`src/rtl/lcd_spi_rx_if.sv`:
```
// lcd_spi_rx_if: SPI-side LCD pins plus pixel stream handshake.
// Optional byte monitor signals exist when LCD_SPI_RX_BYTE_PORT_EN is defined.
interface lcd_spi_rx_if #(
    parameter int W_COORD = 9
);
    logic               lcd_cs;
    logic               lcd_dc;
    logic               lcd_sck;
    logic               lcd_mosi;
    logic               pix_valid;
    logic               pix_ready;
    logic [W_COORD-1:0] pix_x;
    logic [W_COORD-1:0] pix_y;
    logic [15:0]        pix_data;
    logic               ovf;
    logic               ovf_clr;
`ifdef LCD_SPI_RX_BYTE_PORT_EN
    logic               byte_valid;
    logic [7:0]         byte_data;
    logic               byte_dc;
`endif

    modport master (
`ifdef LCD_SPI_RX_BYTE_PORT_EN
        input  byte_valid, byte_data, byte_dc,
`endif
        output lcd_cs, lcd_dc, lcd_sck, lcd_mosi,
        output pix_ready, ovf_clr,
        input  pix_valid, pix_x, pix_y, pix_data, ovf
    );

    modport slave (
`ifdef LCD_SPI_RX_BYTE_PORT_EN
        output byte_valid, byte_data, byte_dc,
`endif
        input  lcd_cs, lcd_dc, lcd_sck, lcd_mosi,
        input  pix_ready, ovf_clr,
        output pix_valid, pix_x, pix_y, pix_data, ovf
    );
endinterface

```
`src/rtl/lcd_spi_rx.sv`:
```
// lcd_spi_rx: SPI LCD controller receiver (CASET/RASET/RAMWR) -> pixel stream.
// Define LCD_SPI_RX_BYTE_PORT_EN to expose every received byte on the bus.
module lcd_spi_rx #(
    parameter int W_COORD = 9
) (
    input  logic         clk_sys,
    input  logic         rst_n,
    lcd_spi_rx_if.slave  bus
);

    typedef enum logic [2:0] {
        IDLE, CASET, RASET, RAMWR_HI, RAMWR_LO, IGNORE
    } state_t;

    logic [1:0] r_cs_sync;
    logic [1:0] r_dc_sync;
    logic [1:0] r_sck_sync;
    logic [1:0] r_mosi_sync;
    logic       r_sck_prev;

    logic [7:0] r_shift;
    logic [2:0] r_bitcnt;
    logic       r_byte_done;
    logic       r_byte_dc;

    state_t             r_state;
    logic [1:0]         r_pcnt;
    logic [7:0]         r_p0;
    logic [7:0]         r_p1;
    logic [7:0]         r_p2;
    logic [7:0]         r_hi;
    logic [W_COORD-1:0] r_x;
    logic [W_COORD-1:0] r_y;
    logic [W_COORD-1:0] r_x_start;
    logic [W_COORD-1:0] r_x_end;
    logic [W_COORD-1:0] r_y_start;
    logic [W_COORD-1:0] r_y_end;
    logic               r_pix_valid;
    logic [W_COORD-1:0] r_pix_x;
    logic [W_COORD-1:0] r_pix_y;
    logic [15:0]        r_pix_data;
    logic               r_ovf;

    logic               w_cs;
    logic               w_sck_rise;
    logic               w_acc;
    logic [W_COORD-1:0] w_start;
    logic [W_COORD-1:0] w_end;

    assign w_cs       = r_cs_sync[1];
    assign w_sck_rise = r_sck_sync[1] & ~r_sck_prev & ~w_cs;
    assign w_acc      = r_pix_valid & bus.pix_ready;
    assign w_start    = W_COORD'({r_p0, r_p1});
    assign w_end      = W_COORD'({r_p2, r_shift});

    // Two-flop synchronisers plus sck history for edge detection
    always_ff @(posedge clk_sys or negedge rst_n) begin
        if (!rst_n) begin
            r_cs_sync   <= '0;
            r_dc_sync   <= '0;
            r_sck_sync  <= '0;
            r_mosi_sync <= '0;
            r_sck_prev  <= 1'b0;
        end else begin
            r_cs_sync   <= {r_cs_sync[0], bus.lcd_cs};
            r_dc_sync   <= {r_dc_sync[0], bus.lcd_dc};
            r_sck_sync  <= {r_sck_sync[0], bus.lcd_sck};
            r_mosi_sync <= {r_mosi_sync[0], bus.lcd_mosi};
            r_sck_prev  <= r_sck_sync[1];
        end
    end

    // Bit assembly; a raised cs throws away any partial byte
    always_ff @(posedge clk_sys or negedge rst_n) begin
        if (!rst_n) begin
            r_shift     <= '0;
            r_bitcnt    <= '0;
            r_byte_done <= 1'b0;
            r_byte_dc   <= 1'b0;
        end else begin
            r_byte_done <= 1'b0;
            if (w_cs) begin
                r_shift  <= '0;
                r_bitcnt <= '0;
            end else if (w_sck_rise) begin
                r_shift  <= {r_shift[6:0], r_mosi_sync[1]};
                r_bitcnt <= r_bitcnt + 3'd1;
                if (r_bitcnt == 3'd7) begin
                    r_byte_done <= 1'b1;
                    r_byte_dc   <= r_dc_sync[1];
                end
            end
        end
    end

    // Command decoder, window registers and pixel output stage
    always_ff @(posedge clk_sys or negedge rst_n) begin
        if (!rst_n) begin
            r_state     <= IDLE;
            r_pcnt      <= '0;
            r_p0        <= '0;
            r_p1        <= '0;
            r_p2        <= '0;
            r_hi        <= '0;
            r_x         <= '0;
            r_y         <= '0;
            r_x_start   <= '0;
            r_y_start   <= '0;
            r_x_end     <= '1;
            r_y_end     <= '1;
            r_pix_valid <= 1'b0;
            r_pix_x     <= '0;
            r_pix_y     <= '0;
            r_pix_data  <= '0;
            r_ovf       <= 1'b0;
        end else begin
            if (w_acc) r_pix_valid <= 1'b0;
            if (bus.ovf_clr) r_ovf <= 1'b0;
            if (r_byte_done && !r_byte_dc) begin
                r_pcnt <= '0;
                unique case (r_shift)
                    8'h2A: r_state <= CASET;
                    8'h2B: r_state <= RASET;
                    8'h2C: begin
                        r_state <= RAMWR_HI;
                        r_x     <= r_x_start;
                        r_y     <= r_y_start;
                    end
                    default: r_state <= IGNORE;
                endcase
            end else if (r_byte_done) begin
                unique case (r_state)
                    CASET, RASET: begin
                        r_pcnt <= r_pcnt + 2'd1;
                        unique case (r_pcnt)
                            2'd0: r_p0 <= r_shift;
                            2'd1: r_p1 <= r_shift;
                            2'd2: r_p2 <= r_shift;
                            default: begin
                                r_state <= IGNORE;
                                if (r_state == CASET) begin
                                    r_x_start <= w_start;
                                    r_x_end   <= w_end;
                                end else begin
                                    r_y_start <= w_start;
                                    r_y_end   <= w_end;
                                end
                            end
                        endcase
                    end
                    RAMWR_HI: begin
                        r_hi    <= r_shift;
                        r_state <= RAMWR_LO;
                    end
                    RAMWR_LO: begin
                        r_state <= RAMWR_HI;
                        if (!r_pix_valid || w_acc) begin
                            r_pix_valid <= 1'b1;
                            r_pix_x     <= r_x;
                            r_pix_y     <= r_y;
                            r_pix_data  <= {r_hi, r_shift};
                        end else begin
                            r_ovf <= 1'b1;
                        end
                        if (r_x == r_x_end) begin
                            r_x <= r_x_start;
                            if (r_y == r_y_end) r_y <= r_y_start;
                            else r_y <= r_y + W_COORD'(1);
                        end else begin
                            r_x <= r_x + W_COORD'(1);
                        end
                    end
                    default: ;
                endcase
            end
        end
    end

    assign bus.pix_valid = r_pix_valid;
    assign bus.pix_x     = r_pix_x;
    assign bus.pix_y     = r_pix_y;
    assign bus.pix_data  = r_pix_data;
    assign bus.ovf       = r_ovf;

`ifdef LCD_SPI_RX_BYTE_PORT_EN
    assign bus.byte_valid = r_byte_done;
    assign bus.byte_data  = r_shift;
    assign bus.byte_dc    = r_byte_dc;
`endif

endmodule

```
`src/flat_wrapper.sv`:
```
// flat-port wrapper written by rule: the top's interface ports become plain ports
module lcd_spi_rx_flat 
#(
    parameter int W_COORD = 9
)
  (clk_sys, rst_n, bus_lcd_cs, bus_lcd_dc, bus_lcd_sck, bus_lcd_mosi, bus_pix_ready, bus_ovf_clr, bus_pix_valid, bus_pix_x, bus_pix_y, bus_pix_data, bus_ovf);
  lcd_spi_rx_if #(.W_COORD(W_COORD)) bus_i ();
  input  logic clk_sys;
  input  logic rst_n;
  input wire logic [$bits(bus_i.lcd_cs)-1:0] bus_lcd_cs;
  input wire logic [$bits(bus_i.lcd_dc)-1:0] bus_lcd_dc;
  input wire logic [$bits(bus_i.lcd_sck)-1:0] bus_lcd_sck;
  input wire logic [$bits(bus_i.lcd_mosi)-1:0] bus_lcd_mosi;
  input wire logic [$bits(bus_i.pix_ready)-1:0] bus_pix_ready;
  input wire logic [$bits(bus_i.ovf_clr)-1:0] bus_ovf_clr;
  output wire logic [$bits(bus_i.pix_valid)-1:0] bus_pix_valid;
  output wire logic [$bits(bus_i.pix_x)-1:0] bus_pix_x;
  output wire logic [$bits(bus_i.pix_y)-1:0] bus_pix_y;
  output wire logic [$bits(bus_i.pix_data)-1:0] bus_pix_data;
  output wire logic [$bits(bus_i.ovf)-1:0] bus_ovf;
  assign bus_i.lcd_cs = bus_lcd_cs;
  assign bus_i.lcd_dc = bus_lcd_dc;
  assign bus_i.lcd_sck = bus_lcd_sck;
  assign bus_i.lcd_mosi = bus_lcd_mosi;
  assign bus_i.pix_ready = bus_pix_ready;
  assign bus_i.ovf_clr = bus_ovf_clr;
  assign bus_pix_valid = bus_i.pix_valid;
  assign bus_pix_x = bus_i.pix_x;
  assign bus_pix_y = bus_i.pix_y;
  assign bus_pix_data = bus_i.pix_data;
  assign bus_ovf = bus_i.ovf;
  lcd_spi_rx #(.W_COORD(W_COORD)) u_core (.clk_sys(clk_sys), .rst_n(rst_n), .bus(bus_i));
endmodule
```
`config.mk`:
```
export PLATFORM = sky130hd
export DESIGN_NAME = lcd_spi_rx_flat
export DESIGN_NICKNAME = d
export VERILOG_FILES = /design/src/rtl/lcd_spi_rx_if.sv /design/src/rtl/lcd_spi_rx.sv /design/src/flat_wrapper.sv
export SDC_FILE = /design/constraint.sdc
export NUM_CORES = 1
export LEC_CHECK = 0
export ABC_AREA = 1
export ABC_CLOCK_PERIOD_IN_PS = 1710
export BUFFER_PORTS_ARGS = -buffer_cell sky130_fd_sc_hd__buf_2
export CAP_MARGIN = 0
export CORE_AREA = 10 10 121 123
export DETAILED_ROUTE_END_ITERATION = 10
export DIE_AREA = 0 0 131 133
export GPL_TIMING_DRIVEN = 0
export PLACE_DENSITY = 0.69
export SLEW_MARGIN = 10
export SYNTH_ARGS = -nofsm -noshare
export SYNTH_HDL_FRONTEND = slang
export SYNTH_SLANG_ARGS = --single-unit
```
`constraint.sdc`:
```
create_clock -name clk_sys -period 1.71 [get_ports clk_sys]
set_input_delay 0 -clock clk_sys [delete_from_list [all_inputs] [get_ports clk_sys]]
set_output_delay 0 -clock clk_sys [all_outputs]
set_load 0.01 [all_outputs]
```
==> run_results.csv, run 1 <==
group,metric,value,unit
outcome,outcome,"completed",
synth,synth_nets,650,
floorplanning,io_pins,44,
synth,synthesis.instances,634,
sta,worstMarginPinSlew,0.588,ns
placement,io_buffers,43,
global_routing,grt.total_usage,16.1,%
drt,drc_errors,0,
floorplanning,coreArea,12400,sq um
clock_tree,clk_pin_slew,0.05,ns
worst_hold_path,min_path_type,"input pin to asynchronous set/reset pin",
placement,hpwlAfterDp,9.46,mm
final_layout,drive_gt1_share,22.7,%
final_layout,syn_to_final_growth,21.5,%
power,p_total,7150,uW
synth,synth_area,5970,sq um
final_layout,fillers,1051,
floorplanning,fp.dieW,131,microns
clock_tree,cts_buffers,17,
global_routing,grt_max_degree,95,
global_routing,use_met2,25.6,%
final_layout,final_common_cell,"nand2_1",
placement,post_dp_cell_area,6430,sq um
drt,vias_per_cell,5.08,
synth,synth_seq_cells,135,
power,power.density,986,nW/um^2
run,max-cap-violations,0,
clock_tree,clock_latency,0.42,ns
clock_tree,cts-root-buf,"clkbuf_16",
floorplanning,rows,41,
drt,wire_per_inst,15.0,microns
final_layout,final_util,58.7,%
drt,drt_iter0_drc,303,
worst_setup_path,critPathRequiredTime,2.06,ns
global_routing,met3_usage,3.92,%
sta,post-route-period-util,94.6,%
floorplanning,dieArea,17400,sq um
sta,slew_headroom,60.8,%
global_routing,grt_pass1_wl,21.9,mm
power,vdd_drop_max,0.657,mV
final_layout,nNetsFinal,723,
sta,clock_skew,0.00743,ns
global_routing,met1_usage,20.4,%
clock_tree,cts_buffer_depth,2,
final_layout,layout_common_cells,"182 x nand2_1, 115 x dfrtp_1, 58 x o21ai_0",
sta,hold_viol,0,
drt,via_count,4528,
placement,routabilityCongestion,0.866,
drt,dr.pass1.iters,4,
worst_setup_path,crit_arrival,1.97,ns
sta,setup_tns,0,ns
sta,clock.fmax,618,MHz
sta,slew_violations,0,
drt,drt_wl_total,13.4,mm
worst_setup_path,critPathLaunchType,"flip-flop",
sta,timing.final.setup_violations,0,
power,leakage,0.00350,uW
final_layout,antenna_cells,0,
synth,synthDistinctLibCells,38,
worst_setup_path,crit_path_end_kind,"flip-flop",
clock_tree,cts.sinks,135,
drt,drtAntennaViolNets,0,
floorplanning,die_h,133,microns
clock_tree,tritoncts,"done",
worst_setup_path,worstPathMaxFanout,10,
floorplanning,initial_core_util,48.3,%
sta,final.min_clock_period,1.62,ns
synth,ys_seq_area_share,57.0,%
global_routing,grt_overflow,0,
final_layout,final_area,7260,sq um
global_routing,grt_pass1_vias,4411,
global_routing,grt_antenna_before_repair,0,
clock_tree,htree_levels,4,
synth,syn_area_per_cell,9.42,sq um
synth,synth_warnings,0,
global_routing,top_usage_layer,"met2",
worst_setup_path,path_class,"flip-flop to flip-flop",
==> Yosys cell counts (all sizes together) <==
master	n	area (sq um)
dfrtp	117	2930
buf	12	92.6
a21oi	5	36.3
nor3	2	21.3
dfstp	18	473
xor2	15	131
nand2	190	731
o21ai	78	424
nand3b	3	22.5
o22ai	8	50.1
ha	8	100
a21boi	1	7.51
xnor2	9	78.8
nand3	45	253
clkbuf	12	46.3
mux2	14	158
a31oi	2	12.5
nor2	19	81.3
o211ai	1	7.51
nand4	13	81.3
inv	59	221
clkinv	2	7.51
or3	1	6.26
==> logic make-up after synthesis <==
group	count (synthesis)	synth area share, %
AO/OA/AOI/OAI	95	9.01
XOR/XNOR	24	3.52
adder cells (fa/ha/maj)	8	1.68
buffers and inverters	85	6.16
flip-flops	135	57.0
multiplexers	14	2.64
AND/OR/NAND/NOR	273	20.0
==> per-layer routing <==
layer | up-vias | part of all wire, %
li1 | 2210 | -
met1 | 2212 | 45
met2 | 90 | 49
met3 | 16 | 4.2
met4 | 0 | 1.7
met5 | - | 0
==> state kept, by name, indices dropped and copies added (netlist names), 2 cells and up <==
register             flops
u_core.bus.pix_data     16
u_core.bus.pix_x         9
u_core.bus.pix_y         9
u_core.r_bitcnt          3
u_core.r_cs_sync         2
u_core.r_dc_sync         2
u_core.r_hi              8
u_core.r_mosi_sync       2
u_core.r_p1              8
u_core.r_pcnt            2
u_core.r_sck_sync        2
u_core.r_shift           8
u_core.r_state           3
u_core.r_x               9
u_core.r_x_end           9
u_core.r_x_start         9
u_core.r_y               9
u_core.r_y_end           9
u_core.r_y_start         9
==> per-stage QoR <==
| step | hold WS [ns] | cells | setup WS (ns) |
|---|---|---|---|
| 2_1_floorplan | -0.296 | 634 | 0.170 |
| 3_3_place_gp | 0.110 | 849 | -1.03 |
| 4_1_cts | 0.0659 | 888 | 0.0353 |
| 5_1_grt | 0.119 | 891 | -0.0148 |
| 3_5_place_dp | -0.0640 | 850 | -0.157 |
| 6_report | 0.0703 | 891 | 0.0915 |
==> power breakdown <==
part / switching (uW) / total [uW] / internal [uW]
registers: 7.01 / 3220 / 3210
clock network: 1280 / 3820 / 2540
logic: 81.9 / 111 / 28.7
==> cell type report <==
type / count / area, sq um / area share (%)
plain buffers: 21 / 135 / 1.86
clock buffers: 23 / 478 / 6.59
clock inverters: 8 / 145 / 2.00
inverters: 61 / 234 / 3.22
multi-input cells: 414 / 2280 / 31.4
flip-flops and latches: 135 / 3400 / 46.9
well taps: 172 / 215 / 2.97
repair buffers: 57 / 367 / 5.05
==> worst max-delay path: stages, from the launching register on <==
cell	delay, ns
dfrtp_1	0.39
inv_4	0.12
nand2_1	0.10
nor3_4	0.19
nand3_2	0.12
nand2_4	0.12
inv_4	0.07
a21oi_4	0.14
buf_6	0.16
nand3_1	0.09
nand2_1	0.07
==> path summary, 6_finish.rpt <==
| check | end | depth (start not counted) | startpoint | slack (ns) |
|---|---|---|---|---|
| min | u_core.r_y[6] | 2 | rst_n | 0.07 |
| min reg2reg | u_core.r_mosi_sync[1] | 0 | u_core.r_mosi_sync[0] | 0.35 |
| max | u_core.r_y[8] | 10 | u_core.r_shift[4] | 0.09 |
| min in group clk_sys | u_core.r_cs_sync[0] | 2 | bus_lcd_cs | 0.22 |
| max in group asynchronous | u_core.r_byte_done | 3 | rst_n | 0.85 |
| max reg2reg | u_core.r_y[8] | 10 | u_core.r_shift[4] | 0.09 |
==> repair_timing <==
action | in CTS | in global routing
hold buffers | 8 | 0
buffers inserted | 1 | 4
hold endpoints to repair | 130 | 0
resized for setup | 4 | 31
pin swaps | 0 | 4
setup endpoints to repair | 21 | 92
gates cloned | 0 | 0
No activity file was read; power rests on OpenSTA's default activity.
==> run 2, diff against run 1 <==
Settings changed: ABC_CLOCK_PERIOD_IN_PS 1710 to 2000, MAX_ROUTING_LAYER from default to met4.
Clock period 1.71 ns to 2 ns, I/O delays scaled along.
==> run_results.csv, run 2 (same netlist as run 1, synthesis figures left out) <==
group,metric,value,unit
outcome,outcome,"completed",
power,power.density,833,nW/um^2
final_layout,largest_reg_flops,16,
floorplanning,io_pins,44,
final_layout,instances_no_fill,890,
drt,drtAntennaViolNets,0,
worst_setup_path,crit_arrival,2.18,ns
clock_tree,cts_buffers,17,
power,p_sw_share,19.7,%
global_routing,grt_antenna_before_repair,0,
global_routing,grt.total_usage,16.5,%
sta,worstMarginPinSlew,0.615,ns
floorplanning,fp.dieW,131,microns
drt,drc_errors,0,
clock_tree,clock_latency,0.41,ns
worst_setup_path,critPathRequiredTime,2.35,ns
drt,wl_met1,6.03,mm
placement,routabilityCongestion,0.872,
final_layout,drive_gt1_share,19.5,%
power,p_sw,1170,uW
sta,clock_skew,0.00485,ns
clock_tree,tritoncts,"done",
final_layout,final_area,7100,sq um
sta,post-route-period-util,91.5,%
drt,met2WireLength,6.25,mm
power,power.share.clock,51.9,%
sta,slew_violations,0,
final_layout,antenna_cells,0,
global_routing,grt_pass1_vias,4470,
sta,hold_viol,0,
power,p_comb_share,1.6,%
final_layout,nNetsFinal,721,
placement,io_buffers,43,
power,seq_power_share,46.5,%
sta,fin_ws,0.170,ns
power,intPower,4750,uW
final_layout,syn_to_final_growth,18.9,%
worst_setup_path,critPathLaunchType,"flip-flop",
floorplanning,dieArea,17400,sq um
drt,drt_iter0_drc,312,
clock_tree,cts.sinks,135,
floorplanning,rows,41,
sta,clock.fmax,546,MHz
power,leakage,0.00345,uW
floorplanning,coreArea,12400,sq um
placement,pre_cts_ws,0.173,ns
worst_hold_path,min_path_type,"input pin to asynchronous set/reset pin",
global_routing,grt_pass1_wl,22.0,mm
drt,vias_per_cell,5.04,
clock_tree,cts-root-buf,"clkbuf_16",
global_routing,grt_max_degree,83,
clock_tree,htree_levels,4,
drt,via_count,4489,
global_routing,grt_overflow,0,
sta,slew_headroom,59.0,%
run,max-cap-violations,0,
drt,dr.pass1.iters,5,
power,vdd_drop_max,0.621,mV
sta,timing.final.setup_violations,0,
placement,hpwlAfterDp,9.37,mm
worst_setup_path,crit_path_end_kind,"flip-flop",
sta,timing.hold.ws,0.0995,ns
final_layout,final_common_cell,"nand2_1",
sta,final.min_clock_period,1.83,ns
floorplanning,initial_core_util,48.3,%
drt,met3_wirelength,674,microns
final_layout,layout_common_cells,"185 x nand2_1, 117 x dfrtp_1, 59 x o21ai_0",
drt,wire_per_inst,14.8,microns
floorplanning,die_h,133,microns
clock_tree,clk_pin_slew,0.05,ns
drt,drt_wl_total,13.2,mm
drt,highest_layer,"met4",
worst_setup_path,worstPathMaxFanout,10,
clock_tree,cts_buffer_depth,2,
placement,placedCellCount,850,
clock_tree,cts_setup_buffers,0,
worst_setup_path,path_class,"flip-flop to flip-flop",
sta,rsz0062_at_grt,"no",
placement,post_dp_cell_area,6430,sq um
[run 2: cell types whose count changed in the layout (fill, tap and decap cells not counted), sizes merged]
cell | before | now
clkinv | 3 | 8
buf | 60 | 56
bufinv | 4 | 3
clkbuf | 33 | 34
clkinvlp | 2 | 1
inv | 60 | 59
[run 2: repair_timing]
item / 4_1_cts / 5_1_grt
endpoints found under the setup margin: 0 / 2
hold endpoints to repair: 60 / 0
gates resized for setup: 0 / 1
hold buffers: 8 / 0
[run 2: layer usage]
layer | vias up | GRT usage [%]
li1 | 2198 | -
met1 | 2176 | 20.8
met2 | 99 | 25.1
met3 | 16 | 4.51
met4 | 0 | 5.50
met5 | - | -
[run 2: power by group through the flow]
stage / sequential (uW) / clock, uW / combinational (uW)
2_1_floorplan: 2800 / 0 / 13.7
3_3_place_gp: 2800 / 0 / 76.5
3_5_place_dp: 2800 / 0 / 87.6
4_1_cts: 2750 / 3110 / 98.3
5_1_grt: 2750 / 3230 / 109
6_report: 2750 / 3070 / 94.1
[run 2: critical path, stage by stage, from the launching register on]
cell	delay [ns]
dfrtp_1	0.35
inv_1	0.25
nand2_1	0.14
nor3_4	0.20
nand3_2	0.09
nand2_2	0.10
inv_2	0.10
a21oi_4	0.21
buf_6	0.17
nand3_1	0.09
nand2_1	0.07
[run 2: final timing paths]
kind                                       from                    to  slack (ns)  cells past startpoint
min in group clk_sys                 bus_lcd_dc   u_core.r_dc_sync[0]        0.23                      2
max reg2reg                   u_core.r_shift[4]         u_core.r_y[8]        0.17                     10
max                           u_core.r_shift[4]         u_core.r_y[8]        0.17                     10
max in group asynchronous                 rst_n     u_core.r_x_end[1]        1.11                      3
min                                       rst_n         u_core.r_y[6]         0.1                      2
min reg2reg                u_core.r_sck_sync[0]  u_core.r_sck_sync[1]        0.35                      0
[run 2: per-stage QoR]
step | util [%] | total power [uW] | setup TNS [ns]
after floorplan | - | 2810 | 0
after global placement | 51.8 | 2880 | -86.09
after detailed placement | 52.0 | 2890 | 0
after CTS | 57.4 | 5960 | 0
after global routing | 57.4 | 6100 | 0
final | 57.4 | 5920 | 0
[run 2: area by class of cell]
cell class,count,area [sq um]
fill,1089,5260
sequential,135,3400
multi-input combinational,414,2210
clock buffer,22,454
timing repair buffer,52,329
inverter,61,229
tap,172,215
buffer,24,139
clock inverter,10,128
==> run 3, diff against run 2 <==
Settings changed: CORE_AREA 10 10 121 123 to 10 10 127 129, DIE_AREA 0 0 131 133 to 0 0 137 139, PLACE_DENSITY 0.69 to 0.63, REMOVE_ABC_BUFFERS from default to 1.
==> run_results.csv, run 3 (same netlist as run 1, synthesis figures left out) <==
group,metric,value,unit
outcome,outcome,"completed",
worst_setup_path,critPathRequiredTime,2.29,ns
clock_tree,clock_latency,0.41,ns
clock_tree,cts.sinks,135,
power,power.share.clock,54.3,%
worst_setup_path,path_class,"flip-flop to flip-flop",
power,p_sw_share,18.7,%
power,leakage,0.00343,uW
sta,slew_headroom,60.0,%
final_layout,fillers,1254,
power,p_comb_share,1.5,%
sta,timing.final.setup_violations,0,
final_layout,nNetsFinal,698,
sta,slew_violations,0,
sta,hold_viol,0,
drt,drtAntennaViolNets,0,
drt,via_count,4283,
sta,post-route-period-util,92.8,%
global_routing,grt_antenna_before_repair,0,
sta,clock.fmax,539,MHz
worst_setup_path,worstPathMaxFanout,54,
worst_setup_path,worstPathCellList,"nor2_1 > nand2_1 > inv_1 > nand3_4 > mux2_2",
power,p_sw,1170,uW
sta,setup_tns,0,ns
global_routing,grt_overflow,0,
clock_tree,cts_buffers,17,
floorplanning,die_h,139,microns
drt,drc_errors,0,
clock_tree,htree_levels,4,
drt,drt_iter0_drc,291,
sta,rsz0062_at_grt,"yes",
worst_setup_path,path_buf_inv,1,
floorplanning,dieArea,19000,sq um
worst_setup_path,critical_path.max_stage_delay,0.47,ns
floorplanning,initial_core_util,43.7,%
worst_setup_path,cpMaxStageDelayCell,"mux2_2",
worst_setup_path,critPathLaunchType,"flip-flop",
power,intPower,5060,uW
placement,hpwlAfterDp,8.24,mm
final_layout,drive_gt1_share,19.3,%
worst_setup_path,crit_path_end_kind,"flip-flop",
drt,vias_per_cell,4.91,
sta,clock_skew,0.00937,ns
floorplanning,rows,43,
worst_setup_path,cp_top_family,"simple AND/OR/NAND/NOR gates",
placement,routabilityCongestion,0.855,
worst_setup_path,crit_arrival,2.15,ns
global_routing,grt.total_usage,13.8,%
power,p_total,6220,uW
floorplanning,io_pins,44,
sta,worstMarginPinSlew,0.599,ns
clock_tree,tritoncts,"done",
final_layout,layout_common_cells,"185 x nand2_1, 117 x dfrtp_1, 59 x o21ai_0",
final_layout,antenna_cells,0,
sta,final.min_clock_period,1.86,ns
clock_tree,clk_pin_slew,0.05,ns
global_routing,grt_pass1_wl,20.6,mm
clock_tree,cts-root-buf,"clkbuf_16",
drt,drt_wl_total,12.2,mm
worst_hold_path,min_path_type,"input pin to asynchronous set/reset pin",
final_layout,syn_to_final_growth,18.7,%
placement,io_buffers,43,
drt,dr.pass1.iters,4,
global_routing,grt_max_degree,90,
floorplanning,coreArea,13700,sq um
power,vdd_drop_max,0.922,mV
power,power.density,878,nW/um^2
global_routing,grt_pass1_vias,4274,
final_layout,largest_reg_flops,16,
floorplanning,fp.dieW,137,microns
clock_tree,cts_buffer_depth,2,
drt,wire_per_inst,14.0,microns
final_layout,final_common_cell,"nand2_1",
run,max-cap-violations,0,
power,seq_power_share,44.2,%
[run 3: final cells by class]
type | count | area (sq um) | area share [%]
Sequential cell | 135 | 3400 | 48.0
Clock buffer | 20 | 467 | 6.59
Multi-Input combinational cell | 414 | 2240 | 31.6
Tap cell | 180 | 225 | 3.18
Inverter | 61 | 229 | 3.23
Clock inverter | 10 | 175 | 2.47
Timing Repair Buffer | 53 | 349 | 4.93
[run 3: worst paths after layout]
kind / startpoint / to / slack (ns) / depth (start not counted)
min: rst_n / u_core.bus.pix_x[4] / 0.09 / 2
max: u_core.r_state[1] / u_core.bus.pix_data[14] / 0.14 / 5
max in group asynchronous: rst_n / u_core.r_y_end[0] / 1.11 / 3
max reg2reg: u_core.r_state[1] / u_core.bus.pix_data[14] / 0.14 / 5
min reg2reg: u_core.r_mosi_sync[0] / u_core.r_mosi_sync[1] / 0.35 / 0
min in group clk_sys: bus_lcd_cs / u_core.r_cs_sync[0] / 0.23 / 2
[run 3: worst reg2reg max path, stage by stage, from the launching register on]
cell and delay [ns]:
dfrtp_1 0.39, nor2_1 0.18, nand2_1 0.10, inv_1 0.12, nand3_4 0.46, mux2_2 0.49
[run 3: routing by layer]
layer / GRT usage (%) / part of all wire [%]
met5: - / 0
met4: 3.77 / 0.80
met3: 4.53 / 3.6
met2: 21.8 / 49
met1: 16.6 / 46
[run 3: through the flow]
step	setup WS, ns	instances	hold slack, ns	util [%]	instance area [sq um]
after global placement	-0.848	833	0.108	45.9	6270
after floorplan	0.171	610	-0.296	-	5830
after detailed placement	-0.330	834	-0.0390	46.2	6310
final	0.144	873	0.0935	51.9	7090
after global routing	-0.0542	873	0.129	51.9	7090
after CTS	0.0157	873	0.0905	51.6	7060
[run 3: timing repair]
item / in CTS / in global routing
setup endpoints to repair: 49 / 46
resized for setup: 1 / 6
endpoints found under the hold margin: 69 / 0
hold buffers: 8 / 0
setup buffers: 1 / 0
[run 3: power groups by stage]
stage | sequential, uW | clock (uW) | combinational [uW]
6_report | 2750 | 3380 | 93.3
2_1_floorplan | 2800 | 0 | 13.7
4_1_cts | 2750 | 3440 | 99.3
3_3_place_gp | 2800 | 0 | 78.1
3_5_place_dp | 2800 | 0 | 88.7
5_1_grt | 2750 | 3570 | 109
